## config.mk

```make
export PLATFORM = sky130hd
export DESIGN_NAME = count_capture_fifo
export DESIGN_NICKNAME = d
export VERILOG_FILES = /design/src/rtl/count_capture_fifo.sv
export SDC_FILE = /design/constraint.sdc
export NUM_CORES = 1
export LEC_CHECK = 0
export ABC_AREA = 1
export BUFFER_PORTS_ARGS = -buffer_cell sky130_fd_sc_hd__clkbuf_2
export CORE_ASPECT_RATIO = 2
export CORE_MARGIN = 4
export CORE_UTILIZATION = 45
export DETAILED_ROUTE_END_ITERATION = 7
export SLEW_MARGIN = 15
export SYNTH_ARGS = -nofsm -noshare
export SYNTH_HDL_FRONTEND = slang
export SYNTH_SLANG_ARGS = --single-unit
```

## constraint.sdc

```tcl
create_clock -name clk -period 2.7 [get_ports clk]
set_clock_uncertainty 0.15 [all_clocks]
set_input_delay 0.27 -clock clk [delete_from_list [all_inputs] [get_ports clk]]
set_output_delay 0.27 -clock clk [all_outputs]
set_load 0.02 [all_outputs]
```

## src/rtl/count_capture_fifo.sv

```systemverilog
// Snapshots count_in on each rising edge of capture into a FWFT FIFO; entry visible 1 cycle after the edge.
// Consumer drains via out_valid/out_ready; captures arriving while full (and not popping) are dropped and flagged.
module count_capture_fifo #(
  parameter int WIDTH = 4,
  parameter int DEPTH = 4
) (
  input  logic                     clk,
  input  logic                     reset,
  input  logic [WIDTH-1:0]         count_in,
  input  logic                     capture,
  input  logic                     out_ready,
  input  logic                     clr_ovf,
  output logic                     out_valid,
  output logic [WIDTH:0]           out_data,
  output logic [$clog2(DEPTH):0]   level,
  output logic                     full,
  output logic                     empty,
  output logic                     overflow
);

  localparam int AW = $clog2(DEPTH);
  localparam logic [AW:0] FULL_LVL = (AW+1)'(DEPTH);

  logic [WIDTH:0]   mem [DEPTH];
  logic [AW-1:0]    wr_ptr;
  logic [AW-1:0]    rd_ptr;
  logic [AW:0]      level_q;
  logic             capture_d;
  logic [WIDTH-1:0] count_prev;
  logic             wrap_pend;
  logic             overflow_q;

  logic cap_edge;
  logic wrap_now;
  logic pop;
  logic push;
  logic drop;

  assign cap_edge = capture & ~capture_d;
  assign wrap_now = (count_in < count_prev);

  assign full      = (level_q == FULL_LVL);
  assign empty     = (level_q == '0);
  assign out_valid = ~empty;
  assign level     = level_q;
  assign overflow  = overflow_q;

  // A pop in the same cycle frees the slot, so a full FIFO can still accept.
  assign pop  = out_valid & out_ready;
  assign push = cap_edge & (~full | pop);
  assign drop = cap_edge & full & ~pop;

  assign out_data = empty ? '0 : mem[rd_ptr];

  always_ff @(posedge clk or posedge reset) begin
    if (reset) begin
      capture_d  <= 1'b0;
      count_prev <= '0;
      wrap_pend  <= 1'b0;
      wr_ptr     <= '0;
      rd_ptr     <= '0;
      level_q    <= '0;
      overflow_q <= 1'b0;
    end else begin
      capture_d  <= capture;
      count_prev <= count_in;
      // Dropped captures keep the wrap history so the next stored entry still reports it.
      wrap_pend  <= push ? 1'b0 : (wrap_pend | wrap_now);

      if (push) wr_ptr <= wr_ptr + AW'(1);
      if (pop)  rd_ptr <= rd_ptr + AW'(1);

      if (push && !pop)
        level_q <= level_q + (AW+1)'(1);
      else if (pop && !push)
        level_q <= level_q - (AW+1)'(1);

      if (drop)
        overflow_q <= 1'b1;
      else if (clr_ovf)
        overflow_q <= 1'b0;
    end
  end

  always_ff @(posedge clk) begin
    if (push) mem[wr_ptr] <= {wrap_pend | wrap_now, count_in};
  end

endmodule

```

==> impl_metrics.tcl <==
set metrics [dict create \
    outcome "finished, final reports clean" \
    tns_ns 0 \
    crit_type "input pin to flip-flop" \
    power.internal_uw 1083 \
    ys_ff_latch 34 \
    final_cell_mix "nor2_1 (28), inv_1 (22), clkbuf_2 (20), edfxtp_1 (20), nand2_1 (15)" \
    cp.depth 10 \
    grt_pass1_vias 1037 \
    die_h_um 90.60 \
    layout-drive-gt1-share_pct 21.18 \
    clock_path_buffers 2 \
    critPathBufInv 5 \
    endpoint_kind "flip-flop" \
    gr-usage-all-layers_pct 14.81 \
    power_frac_comb_pct 37.3 \
    required_ns 2.72 \
    hold_path_class "input pin to flip-flop" \
    avgRoutedWirePerCell_um 14.40 \
    drc 0 \
    layout_commonest_cell "nor2_1" \
    port_buffers 20 \
    ys_types 22 \
    cp_data_arrival_time_ns 2.26 \
    holdPathStages 1 \
    finalInstanceArea_sq_um 1768 \
    syn_avg_cell_area_sq_um 10.74 \
    insertion_delay_ns 0.28 \
    drv_slew 0 \
    globalRouteOverflowTotal 0 \
    wl_um 2894 \
    syn-num-nets 161 \
    initial_core_util_pct 47.54 \
    tightest_slew_ns 0.5388 \
    max_stage_delay_ns 0.52 \
    crit_path_start_kind "input pin" \
    yosys_warnings 0 \
    ant_nets 0 \
    dr.pass1.iters 4 \
    power_leakage_uw 0.0008099 \
    fmax_mhz 445.7 \
    syn_inst 143 \
    cts-root-buf "clkbuf_8" \
    area_delta_synth_final_pct 15.16 \
    cp_cell_sequence "dlygate4sd3_1 > clkbuf_2 > inv_1 > nor2_1 > nand2_4 > inv_2 > ha_1 > inv_1 > fa_1 > mux2_2" \
    dieArea_sq_um 4467 \
    cp_top_family "buffers and inverters" \
    cts_buffers 5 \
    die_w_um 49.30 \
    rsz0062_at_grt "false" \
    p_sw_share_pct 39.99 \
    vias 1004 \
    place_congestion 0.8582 \
    p_sw_uw 721.4 \
    nets 187 \
    htree_levels 2 \
    grt_start_max_net_pins 15 \
    maxCapViolations 0 \
    finalSetupViolations 0 \
    drt-vias-per-instance 4.995 \
    drt_iter0_markers 12 \
    ir_drop_uv 501.5 \
    diodes 0 \
    syn_area_sq_um 1535 \
    power_uw 1804 \
    num_rows 29 \
    min_period_ns 2.243 \
    clkPwrFrac_pct 21.0 \
    cts_tree "yes" \
    r2r_cells 8 \
    clkTransAtPathRegs_ns 0.06 \
    fill_cells 289 \
    hold_violations 0 \
    place_area_sq_um 1658 \
    grt_pass1_wl_um 4809 \
    critPathMaxFanout 7 \
    io_pins 21 \
    critPathSlowestCell "dlygate4sd3_1" \
    dp_hpwl_um 2172 \
    crit_path_frequent_cell "inv_1" \
    core_area_sq_um 3229 \
    min_period_over_period_pct 83.09 \
    clock_sinks 34 \
    antenna_found_initial 0 \
    seq_area_frac_synth_pct 61.94 \
    power_density_nw_per_um2 1020 \
    seqPwrFrac_pct 41.7 \
    slew_headroom_pct 63.95 \
]
## stage by stage
step / utilization, % / cells / hold WS (ns) / setup WS [ns]
after floorplan: - / 143 / 0.009219 / 0.3797
after global routing: 54.75 / 201 / 0.003199 / 0.3092
final: 54.75 / 201 / 0.01258 / 0.4565
after detailed placement: 51.34 / 191 / 0.1821 / 0.4740
after global placement: 51.34 / 191 / 0.1624 / 0.5426
after CTS: 54.75 / 201 / 0.0001433 / 0.4385
## power groups by stage
stage          combinational (uW)  sequential [uW]  clock, uW
6_report                      673              753        379
3_3_place_gp                  657              758          0
2_1_floorplan                 496              743          0
3_5_place_dp                  679              764          0
5_1_grt                       757              770        409
4_1_cts                       686              756        389
## synthesized netlist by cell type
| cell type | number | area, sq um |
|---|---|---|
| nor2_1 | 28 | 105.1 |
| inv_1 | 22 | 82.58 |
| edfxtp_1 | 20 | 600.6 |
| nand2_1 | 15 | 56.30 |
| dfrtp_1 | 14 | 350.3 |
| o21ai_0 | 11 | 55.05 |
| ha_1 | 8 | 100.1 |
| a21oi_1 | 7 | 35.03 |
| nand2_2 | 3 | 18.77 |
| nor2_2 | 2 | 12.51 |
| xor2_1 | 2 | 17.52 |
| a21oi_2 | 1 | 8.760 |
| buf_2 | 1 | 5.000 |
| buf_4 | 1 | 7.510 |
| clkbuf_1 | 1 | 3.750 |
| fa_1 | 1 | 20.02 |
| inv_2 | 1 | 3.750 |
| mux2_2 | 1 | 11.26 |
| nand2_4 | 1 | 11.26 |
| nand3_1 | 1 | 5.000 |
| nor3_4 | 1 | 16.27 |
| xnor2_1 | 1 | 8.760 |
## cells by family (layout without fill, tap and decap cells)
logic type / count (synthesis) / after routing / synth area share, %
adders and majority gates: 9 / 9 / 7.824
and+or+nand+nor: 51 / 51 / 14.67
AOI/OAI and AO/OA: 19 / 19 / 6.438
buffers and inverters: 26 / 53 / 6.682
muxes: 1 / 1 / 0.7334
xor gates and xnor gates: 3 / 3 / 1.712
DFF: 34 / 34 / 61.94
## layout make-up
| type | instances | area (sq um) | area share (%) |
|---|---|---|---|
| inverter | 23 | 86.33 | 4.883 |
| tap | 31 | 38.79 | 2.194 |
| multi-input combinational | 83 | 481.7 | 27.25 |
| clock inverter | 2 | 7.507 | 0.4246 |
| timing repair buffer | 22 | 120.1 | 6.794 |
| clock buffer | 6 | 82.58 | 4.671 |
| sequential | 34 | 950.9 | 53.79 |
## routing by layer
| metal | up-vias | GRT usage [%] | wire, um | share of wire, % |
|---|---|---|---|---|
| li1 | 508 | - | - | - |
| met2 | 24 | 26.12 | 1541 | 53 |
| met3 | 7 | 3.802 | 127 | 4.4 |
| met5 | - | 0 | 0 | 0 |
| met1 | 465 | 15.09 | 1147 | 40 |
| met4 | 0 | 8.789 | 78 | 2.7 |
## worst reg2reg max path, stage by stage (launching register included)
cell     delay (ns)
dfrtp_1        0.48
nor3_4         0.27
nand2_2        0.09
nand2_4        0.10
inv_2          0.06
ha_1           0.17
inv_1          0.10
fa_1           0.43
mux2_2         0.27
## state kept, by name, indices dropped and copies added (netlist names)
name / cells
capture_d: 1
count_prev: 4
level: 3
mem: 20
overflow: 1
rd_ptr: 2
wr_ptr: 2
wrap_pend: 1
## path summary, 6_finish.rpt
kind | startpoint | endpoint | slack (ns)
setup / recovery | capture | level[1] | 0.46
hold / removal | count_in[1] | count_prev[1] | 0.01
setup reg to reg | level[0] | level[1] | 0.47
hold reg to reg | wrap_pend | wrap_pend | 0.40
max in group asynchronous | reset | count_prev[3] | 1.65
min in group asynchronous | reset | rd_ptr[0] | 0.39
## what timing repair did
item,4_1_cts,5_1_grt
hold endpoints to repair,15,0
setup endpoints to repair,0,0
hold buffers,2,0
buffers inserted,0,0
gates resized for setup,0,0
Power figures use the tool's default switching activity.
